**config.mk**
```make
export PLATFORM = sky130hd
export DESIGN_NAME = fft_output_unloader_flat
export DESIGN_NICKNAME = d
export VERILOG_FILES = /design/src/rtl/fft_output_unloader_if.sv /design/src/rtl/fft_output_unloader.sv /design/src/flat_wrapper.sv
export SDC_FILE = /design/constraint.sdc
export NUM_CORES = 1
export LEC_CHECK = 0
export ABC_AREA = 1
export CAP_MARGIN = 10
export CORE_MARGIN = 1.5
export CORE_UTILIZATION = 35
export DETAILED_ROUTE_END_ITERATION = 6
export GPL_ROUTABILITY_DRIVEN = 1
export SLEW_MARGIN = 20
export SYNTH_ARGS = -nofsm -noshare
export SYNTH_HDL_FRONTEND = slang
export SYNTH_SLANG_ARGS = --single-unit
```
**constraint.sdc**
```tcl
create_clock -name clk -period 10.2 [get_ports clk]
set_clock_uncertainty 0.2 [all_clocks]
set_input_delay 1.53 -clock clk [delete_from_list [all_inputs] [get_ports clk]]
set_output_delay 1.53 -clock clk [all_outputs]
set_load 0.05 [all_outputs]
```
**src/rtl/fft_output_unloader_if.sv**
```systemverilog
// Signal bundle between the FFT butterfly results, the output unloader and the
// downstream sample stream. master = unloader side, slave = producer/consumer side.
interface fft_output_unloader_if #(
    parameter int unsigned N_POINTS = 4,
    parameter int unsigned DATA_W   = 16
);
    localparam int unsigned IdxW = (N_POINTS > 1) ? $clog2(N_POINTS) : 1;

    logic                       fft_ready_flag;
    logic [N_POINTS*DATA_W-1:0] in_real;
    logic [N_POINTS*DATA_W-1:0] in_imag;
    logic [DATA_W-1:0]          out_real;
    logic [DATA_W-1:0]          out_imag;
    logic [IdxW-1:0]            out_index;
    logic                       out_valid;
    logic                       out_ready;
    logic                       out_last;
    logic                       frame_drop;
    logic                       busy;

    modport master (
        input  fft_ready_flag, in_real, in_imag, out_ready,
        output out_real, out_imag, out_index, out_valid, out_last, frame_drop, busy
    );

    modport slave (
        output fft_ready_flag, in_real, in_imag, out_ready,
        input  out_real, out_imag, out_index, out_valid, out_last, frame_drop, busy
    );
endinterface

```
**src/rtl/fft_output_unloader.sv**
```systemverilog
// Captures completed FFT frames into a two-bank ping-pong buffer and streams them
// out one complex sample per beat, optionally in bit-reversed index order.
module fft_output_unloader #(
    parameter int unsigned N_POINTS    = 4,
    parameter int unsigned DATA_W      = 16,
    parameter bit          BIT_REVERSE = 1'b0
) (
    input logic                   clk,
    input logic                   rst,
    fft_output_unloader_if.master bus_io
);
    localparam int unsigned     IdxW    = (N_POINTS > 1) ? $clog2(N_POINTS) : 1;
    localparam int unsigned     BusW    = N_POINTS * DATA_W;
    localparam logic [IdxW-1:0] LastPos = IdxW'(N_POINTS - 1);

    typedef enum logic {StIdle, StStream} state_e;

    state_e            state_q, state_d;
    logic [IdxW-1:0]   pos_q, pos_d;
    logic              wp_q, wp_d;
    logic              rp_q, rp_d;
    logic [1:0]        cnt_q, cnt_d;
    logic              flag_q;
    logic [BusW-1:0]   bank_real_q [2];
    logic [BusW-1:0]   bank_imag_q [2];

    logic [DATA_W-1:0] out_real_q, out_real_d;
    logic [DATA_W-1:0] out_imag_q, out_imag_d;
    logic [IdxW-1:0]   out_index_q, elem_d;
    logic              out_valid_q, out_last_q, frame_drop_q, busy_q;

    logic              capture, handshake, last_hs, drop, accept, bypass;
    logic [BusW-1:0]   src_real, src_imag;

    function automatic logic [IdxW-1:0] bitrev(input logic [IdxW-1:0] v);
        logic [IdxW-1:0] r;
        for (int unsigned i = 0; i < IdxW; i++) r[i] = v[IdxW-1-i];
        return r;
    endfunction

    assign capture   = bus_io.fft_ready_flag & ~flag_q;
    assign handshake = out_valid_q & bus_io.out_ready;
    assign last_hs   = handshake & (pos_q == LastPos);
    // A full buffer still accepts when the head frame frees its bank this cycle.
    assign drop      = capture & (cnt_q == 2'd2) & ~last_hs;
    assign accept    = capture & ~drop;

    always_comb begin
        state_d = state_q;
        pos_d   = pos_q;
        rp_d    = rp_q;
        wp_d    = accept ? ~wp_q : wp_q;
        cnt_d   = cnt_q;
        if (accept && !last_hs) begin
            cnt_d = cnt_q + 2'd1;
        end else if (!accept && last_hs) begin
            cnt_d = cnt_q - 2'd1;
        end
        case (state_q)
            StIdle: begin
                if (cnt_d != 2'd0) begin
                    state_d = StStream;
                    pos_d   = '0;
                end
            end
            StStream: begin
                if (last_hs) begin
                    rp_d  = ~rp_q;
                    pos_d = '0;
                    if (cnt_d == 2'd0) state_d = StIdle;
                end else if (handshake) begin
                    pos_d = pos_q + IdxW'(1);
                end
            end
            default: state_d = StIdle;
        endcase
    end

    always_comb begin
        elem_d     = BIT_REVERSE ? bitrev(pos_d) : pos_d;
        // The frame captured this cycle may be the next one read, before it lands in a bank.
        bypass     = accept & (wp_q == rp_d);
        src_real   = bypass ? bus_io.in_real : bank_real_q[rp_d];
        src_imag   = bypass ? bus_io.in_imag : bank_imag_q[rp_d];
        out_real_d = '0;
        out_imag_d = '0;
        for (int unsigned k = 0; k < N_POINTS; k++) begin
            if (elem_d == IdxW'(k)) begin
                out_real_d = src_real[k*DATA_W +: DATA_W];
                out_imag_d = src_imag[k*DATA_W +: DATA_W];
            end
        end
    end

    always_ff @(posedge clk or posedge rst) begin
        if (rst) begin
            state_q      <= StIdle;
            pos_q        <= '0;
            wp_q         <= 1'b0;
            rp_q         <= 1'b0;
            cnt_q        <= 2'd0;
            flag_q       <= 1'b0;
            out_real_q   <= '0;
            out_imag_q   <= '0;
            out_index_q  <= '0;
            out_valid_q  <= 1'b0;
            out_last_q   <= 1'b0;
            frame_drop_q <= 1'b0;
            busy_q       <= 1'b0;
        end else begin
            state_q      <= state_d;
            pos_q        <= pos_d;
            wp_q         <= wp_d;
            rp_q         <= rp_d;
            cnt_q        <= cnt_d;
            flag_q       <= bus_io.fft_ready_flag;
            out_valid_q  <= (state_d == StStream);
            out_last_q   <= (state_d == StStream) && (pos_d == LastPos);
            frame_drop_q <= drop;
            busy_q       <= (cnt_d != 2'd0);
            if (state_d == StStream) begin
                out_real_q  <= out_real_d;
                out_imag_q  <= out_imag_d;
                out_index_q <= elem_d;
            end
        end
    end

    always_ff @(posedge clk) begin
        if (accept) begin
            bank_real_q[wp_q] <= bus_io.in_real;
            bank_imag_q[wp_q] <= bus_io.in_imag;
        end
    end

    assign bus_io.out_real   = out_real_q;
    assign bus_io.out_imag   = out_imag_q;
    assign bus_io.out_index  = out_index_q;
    assign bus_io.out_valid  = out_valid_q;
    assign bus_io.out_last   = out_last_q;
    assign bus_io.frame_drop = frame_drop_q;
    assign bus_io.busy       = busy_q;
endmodule

```
**src/flat_wrapper.sv**
```systemverilog
// flat-port wrapper written by rule: the top's interface ports become plain ports
module fft_output_unloader_flat 
#(
    parameter int unsigned N_POINTS    = 4,
    parameter int unsigned DATA_W      = 16,
    parameter bit          BIT_REVERSE = 1'b0
)
  (clk, rst, bus_io_fft_ready_flag, bus_io_in_real, bus_io_in_imag, bus_io_out_ready, bus_io_out_real, bus_io_out_imag, bus_io_out_index, bus_io_out_valid, bus_io_out_last, bus_io_frame_drop, bus_io_busy);
  fft_output_unloader_if #(.N_POINTS(N_POINTS), .DATA_W(DATA_W)) bus_io_i ();
  input logic clk;
  input logic rst;
  input wire logic [$bits(bus_io_i.fft_ready_flag)-1:0] bus_io_fft_ready_flag;
  input wire logic [$bits(bus_io_i.in_real)-1:0] bus_io_in_real;
  input wire logic [$bits(bus_io_i.in_imag)-1:0] bus_io_in_imag;
  input wire logic [$bits(bus_io_i.out_ready)-1:0] bus_io_out_ready;
  output wire logic [$bits(bus_io_i.out_real)-1:0] bus_io_out_real;
  output wire logic [$bits(bus_io_i.out_imag)-1:0] bus_io_out_imag;
  output wire logic [$bits(bus_io_i.out_index)-1:0] bus_io_out_index;
  output wire logic [$bits(bus_io_i.out_valid)-1:0] bus_io_out_valid;
  output wire logic [$bits(bus_io_i.out_last)-1:0] bus_io_out_last;
  output wire logic [$bits(bus_io_i.frame_drop)-1:0] bus_io_frame_drop;
  output wire logic [$bits(bus_io_i.busy)-1:0] bus_io_busy;
  assign bus_io_i.fft_ready_flag = bus_io_fft_ready_flag;
  assign bus_io_i.in_real = bus_io_in_real;
  assign bus_io_i.in_imag = bus_io_in_imag;
  assign bus_io_i.out_ready = bus_io_out_ready;
  assign bus_io_out_real = bus_io_i.out_real;
  assign bus_io_out_imag = bus_io_i.out_imag;
  assign bus_io_out_index = bus_io_i.out_index;
  assign bus_io_out_valid = bus_io_i.out_valid;
  assign bus_io_out_last = bus_io_i.out_last;
  assign bus_io_frame_drop = bus_io_i.frame_drop;
  assign bus_io_busy = bus_io_i.busy;
  fft_output_unloader #(.N_POINTS(N_POINTS), .DATA_W(DATA_W), .BIT_REVERSE(BIT_REVERSE)) u_core (.clk(clk), .rst(rst), .bus_io(bus_io_i));
endmodule
```
==> results of run 1 <==
## report_power, final
group | switching [mW] | leakage [nW] | internal (mW)
Sequential | 0.0882 | 2.89 | 1.58
Combinational | 1.60 | 3.42 | 0.674
Clock | 0.487 | 0.537 | 0.718
## cell usage after synthesis, drive strengths merged
library cell  number
nand3             95
o21ai             58
dfrtp             45
buf               56
nor3               1
inv               35
xor2               1
nand2            698
or2               11
edfxtp           256
mux2               1
o211ai            28
nor2             103
clkbuf            21
nand4              1
ha                 2
a21oi              5
## kinds of logic after synthesis
kind of cell             after synthesis  share of synthesized area, %
XOR/XNOR                               1                        0.0645
buffers and inverters                112                          4.00
adder cells (fa/ha/maj)                2                         0.184
AO/OA/AOI/OAI                         91                          3.87
flip-flops                           301                          64.9
AND/OR/NAND/NOR                      909                          26.9
multiplexers                           1                        0.0830
## placed cells by master (no fill, tap or decap), drive strengths merged
cell type / Yosys / final
clkbuf: 21 / 51
or2: 11 / 11
clkdlybuf4s50: 0 / 169
edfxtp: 256 / 256
nor2: 103 / 103
a21oi: 5 / 5
nand3: 95 / 95
dfrtp: 45 / 45
inv: 35 / 35
buf: 56 / 11
xor2: 1 / 1
o21ai: 58 / 58
clkinv: 0 / 10
nor3: 1 / 1
diode: 0 / 2
o211ai: 28 / 28
ha: 2 / 2
nand2: 698 / 698
bufinv: 0 / 2
mux2: 1 / 1
nand4: 1 / 1
## cell type report
| class | instances | share of cell area [%] |
|---|---|---|
| Clock buffer | 51 | 5.85 |
| Sequential cell | 301 | 52.7 |
| Inverter | 35 | 0.853 |
| Clock inverter | 12 | 0.726 |
| Tap cell | 511 | 3.83 |
| Antenna cell | 2 | 0.0299 |
| Multi-Input combinational cell | 1004 | 25.3 |
| Timing Repair Buffer | 180 | 10.6 |
## registers in the layout, summed over array words and instances, names as in the netlist
| register | count |
|---|---|
| u_core.bank_imag_q | 128 |
| u_core.bank_real_q | 128 |
| u_core.bus_io.out_imag | 16 |
| u_core.bus_io.out_real | 16 |
| u_core.bus_io.out_index | 2 |
| u_core.cnt_q | 2 |
| u_core.pos_q | 2 |
| u_core.bus_io.busy | 1 |
| u_core.bus_io.frame_drop | 1 |
| u_core.bus_io.out_last | 1 |
| u_core.flag_q | 1 |
| u_core.rp_q | 1 |
| u_core.state_q | 1 |
| u_core.wp_q | 1 |
## critical path, cell delays in order
cell and delay [ns]:
clkdlybuf4s50_1 0.54, nand2_2 0.10, nor2_4 0.14, nand2_1 0.10, nand2_4 0.59, nand2_1 0.20, nand3_4 0.12, buf_4 0.69
buf_4 0.77, o21ai_0 0.20, o21ai_0 0.12, o21ai_0 0.12, nor2_1 0.13, nor2_1 0.05
## metrics by stage
step	setup slack (ns)	cell area, um^2	utilization, %	hold WS [ns]
5_1_grt	4.50	16700	44.1	0.309
4_1_cts	4.85	16700	44.0	0.285
3_3_place_gp	4.33	15600	41.1	0.260
6_report	4.85	16700	44.1	0.279
2_1_floorplan	4.74	13600	-	0.347
3_5_place_dp	4.32	15600	41.1	0.270
## worst paths after layout
path	end	slack, ns	cells past startpoint
worst min-delay path	u_core.bus_io.out_index[1]	0.28	2
worst max register to register	u_core.bus_io.out_imag[11]	5.84	14
worst min register to register	u_core.bus_io.out_index[1]	0.28	2
min in group asynchronous	u_core.bus_io.out_real[9]	1.36	3
worst max-delay path	u_core.bus_io.out_imag[11]	4.85	14
max in group asynchronous	u_core.bus_io.out_imag[0]	7.91	3
## layer usage
layer  vias up  GRT usage (%)  share of wire [%]
met5         -              0                  0
met4         0           5.26                2.0
met3        54           3.07                5.5
met2       301           30.5                 47
met1      4807           26.7                 46
li1       4954              -                  -
==> results_dict.tcl, run 1 <==
set metrics [dict create \
    outcome "complete, no violations" \
    overflow 0 \
    critical_path.startpoint "bus_io_out_ready" \
    first_global_vias 9725 \
    total_power_mw 5.14 \
    grt_pass1_wl_mm 57.4 \
    crit-reg2reg-launch "u_core.pos_q[0]" \
    max-vdd-ir-drop_uv 179 \
    synthCells 1417 \
    worstPathRequired_ns 10.41 \
    mappedNetlistNets 1551 \
    die_w_um 200 \
    io_buffers 169 \
    yosysWarnings 0 \
    cts_setup_buffers 0 \
    synthTopCellsByArea "edfxtp_1, nand2_1, dfrtp_1" \
    clock_latency_ns 0.52 \
    core_area_um2 37900 \
    synth_top_area_share_pct 56.6 \
    path_class "in2reg" \
    die_y_um 200 \
    drive_gt1_share_pct 5.87 \
    ctsHoldBuffers 0 \
    fillers 3655 \
    worstHoldStart "u_core.bus_io.out_index[1]" \
    crit_path_end_kind "flop" \
    syn_to_final_growth_pct 23.1 \
    die-area_um2 40000 \
    antenna_found_initial 3 \
    avgViaCountPerCell 4.83 \
    maxCapViolations 0 \
    p_per_area_nw_per_um2 308 \
    dp_cells 2031 \
    wl_per_cell_um 17.9 \
    leakagePower_nw 6.85 \
    hold_viol 0 \
    period_share_pct 52.4 \
    cts_root_buf "clkbuf_16" \
    critPathArrivalTime_ns 5.55 \
    drv_slew 0 \
    synth_top_area_cell "edfxtp_1" \
    seqCellArea_um2 8810 \
    nNetsFinal 1691 \
    cts.sinks 301 \
    syn_avg_cell_area_um2 9.58 \
    cts_made_buffers 35 \
    cts_resized 0 \
    multi_input_area_um2 4240 \
    ios 170 \
    clkTransAtPathRegs_ns 0.05 \
    start_kind "primary input" \
    dp_hpwl_mm 22.3 \
    cts_tree "built" \
    crit_fanout 85 \
    drc_errors 0 \
    hp-class "reg2reg" \
    htreeDepth 2 \
    period_needed_ns 5.35 \
    final_cells 2096 \
    setup-violations-final 0 \
    finalSetupTns_ns 0 \
    clockBufferDepth 3 \
    first_iter_violations 720 \
    synth_cell_type_count 28 \
    grt.total_usage_pct 19.0 \
    grt_setup_unrepaired "no" \
    worstMarginPinSlew_ns 1.04 \
    max_freq_mhz 187 \
    relSlewSlack_pct 30.6 \
    ys_seq_area_share_pct 64.9 \
    place.gp.congestion 0.792 \
    rows 71 \
    drtAntennaViolNets 0 \
    initial_utilization_pct 35.8 \
    grt_max_degree 93 \
    vias 10116 \
    ys_ff_latch 301 \
    wirelength_mm 37.5 \
    synthesis.area_um2 13600 \
    dr.pass1.iters 6 \
]
No activity file was read; power rests on OpenSTA's default activity.
==> inputs of run 2 (changes only) <==
==> constraint.sdc (replaced) <==
create_clock -name clk -period 5.4 [get_ports clk]
set_clock_uncertainty 0.2 [all_clocks]
set_input_delay 0.81 -clock clk [delete_from_list [all_inputs] [get_ports clk]]
set_output_delay 0.81 -clock clk [all_outputs]
set_load 0.05 [all_outputs]
==> results_dict.tcl, run 2 (synthesis gave the netlist of run 1 again) <==
set metrics [dict create \
    outcome "complete, no violations" \
    crit_path_end_kind "flop" \
    max-vdd-ir-drop_uv 346 \
    layout_commonest_cell "nand2_1" \
    drtAntennaViolNets 0 \
    critPathSlowestCell "nand2_1" \
    leakagePower_nw 6.97 \
    drc_errors 0 \
    clockBufferDepth 3 \
    overflow 0 \
    rows 71 \
    crit-reg2reg-launch "u_core.pos_q[0]" \
    hold_viol 0 \
    htreeDepth 2 \
    path_common_cell "nand2_1" \
    period_share_pct 65.7 \
    path_class "in2reg" \
    maxCapViolations 0 \
    total_power_mw 10.0 \
    layout_common_cells "nand2_1, edfxtp_1, clkdlybuf4s50_1, nor2_1, nand3_1" \
    dp_hpwl_mm 23.0 \
    grt_max_degree 135 \
    whs_ns 0.292 \
    first_global_vias 9792 \
    initial_utilization_pct 35.8 \
    dp_cells 2039 \
    wl_met1_mm 16.7 \
    clock_latency_ns 0.52 \
    die_w_um 200 \
    worstPathRequired_ns 5.59 \
    avgViaCountPerCell 4.82 \
    cts_made_buffers 36 \
    cts_root_buf "clkbuf_16" \
    final_cells 2107 \
    max_freq_mhz 282 \
    worstHoldStart "u_core.bus_io.out_index[0]" \
    top_layer "met5" \
    max_stage_delay_ns 0.68 \
    cts_tree "built" \
    period_needed_ns 3.55 \
    ctsHoldBuffers 0 \
    r2r_end "u_core.bus_io.out_real[1]" \
    critPathArrivalTime_ns 3.74 \
    nNetsFinal 1700 \
    grt_pass1_wl_mm 57.5 \
    syn_to_final_growth_pct 25.0 \
    place_area_um2 15800 \
    rr_worst_depth 14 \
    hold_path_depth 2 \
    drv_slew 0 \
    grt.total_usage_pct 18.9 \
    cts.sinks 301 \
    dr.pass1.iters 6 \
    die-area_um2 40000 \
    min_to "u_core.bus_io.out_index[0]" \
    wl_per_cell_um 17.7 \
    met3_length_mm 2.42 \
    critical_path.startpoint "bus_io_out_ready" \
    setup-violations-final 0 \
    p_per_area_nw_per_um2 589 \
    antenna_found_initial 3 \
    relSlewSlack_pct 43.8 \
    clkTransAtPathRegs_ns 0.06 \
    final_cell_area_um2 17000 \
    start_kind "primary input" \
    ios 170 \
    first_iter_violations 774 \
    vias 10154 \
    io_buffers 169 \
    core_area_um2 37900 \
    grt_setup_unrepaired "no" \
    cts_setup_buffers 0 \
    crit_fanout 22 \
    hp-class "reg2reg" \
    place.gp.congestion 0.846 \
    path_cells "clkdlybuf4s50_1 -> nand2_2 -> nor2_4 -> nand2_2 -> nand2_1 -> nand3_1 -> nand2_2 -> nand3_2 -> nand2_4 -> nand2_1 -> nand2_1 -> nor2_1 -> nand2_1 -> nand3_1" \
    worstMarginPinSlew_ns 0.843 \
    met2_wirelength_mm 17.5 \
    reg2reg_slack_ns 2.13 \
    drive_gt1_share_pct 6.65 \
    top_regs "u_core.bank_imag_q (128), u_core.bank_real_q (128)" \
    wirelength_mm 37.2 \
    die_y_um 200 \
    cts_resized 0 \
    finalSetupTns_ns 0 \
]
run 2: cell types whose count changed in the layout (fill, tap and decap cells not counted), sizes merged:
cell    change
bufinv      +3
clkbuf      -4
buf         +8
inv         +3
clkinv      +1
run 2: power by group:
part	internal [mW]	leakage, nW	switching (mW)	total [mW]
sequential	2.98	2.89	0.191	3.17
clock	1.53	0.595	0.943	2.47
combinational	1.33	3.49	3.03	4.36
total	5.84	6.97	4.16	10.0
run 2: final cells by class:
| cell class | instances | area (um^2) |
|---|---|---|
| sequential | 301 | 8810 |
| fill | 3587 | 21000 |
| clock buffer | 47 | 983 |
| inverter | 35 | 143 |
| multi-input combinational | 1004 | 4240 |
| antenna | 2 | 5.00 |
| tap | 511 | 639 |
| timing repair buffer | 188 | 1920 |
| clock inverter | 19 | 230 |
run 2: worst max-delay path, delay by kind of cell:
family | cells | cell delay, ns
AND/OR/NAND/NOR | 13 | 2.35
buffers and inverters | 1 | 0.56
run 2: per-stage QoR:
| stage | setup slack [ns] | utilization [%] |
|---|---|---|
| final | 1.85 | 44.7 |
| after global routing | 1.64 | 44.7 |
| after CTS | 1.90 | 44.7 |
| after detailed placement | 1.36 | 41.5 |
| after global placement | 1.50 | 41.5 |
| after floorplan | 0.657 | - |
run 2: layer usage:
layer / GRT usage, % / vias up
li1: - / 4973
met1: 26.5 / 4805
met2: 30.4 / 324
met3: 3.28 / 50
met4: 4.73 / 2
met5: 0 / -
run 2: worst max path at each step:
stage	end	slack [ns]	cells after the start
final	u_core.bus_io.out_real[1]	1.85	14
after global placement	u_core.bus_io.out_real[4]	1.50	14
after CTS	u_core.bus_io.out_real[1]	1.90	14
after detailed placement	u_core.bus_io.out_real[1]	1.36	14
after floorplan	u_core.bank_imag_q[1][0]	0.66	5
after global routing	u_core.bus_io.out_real[8]	1.64	14
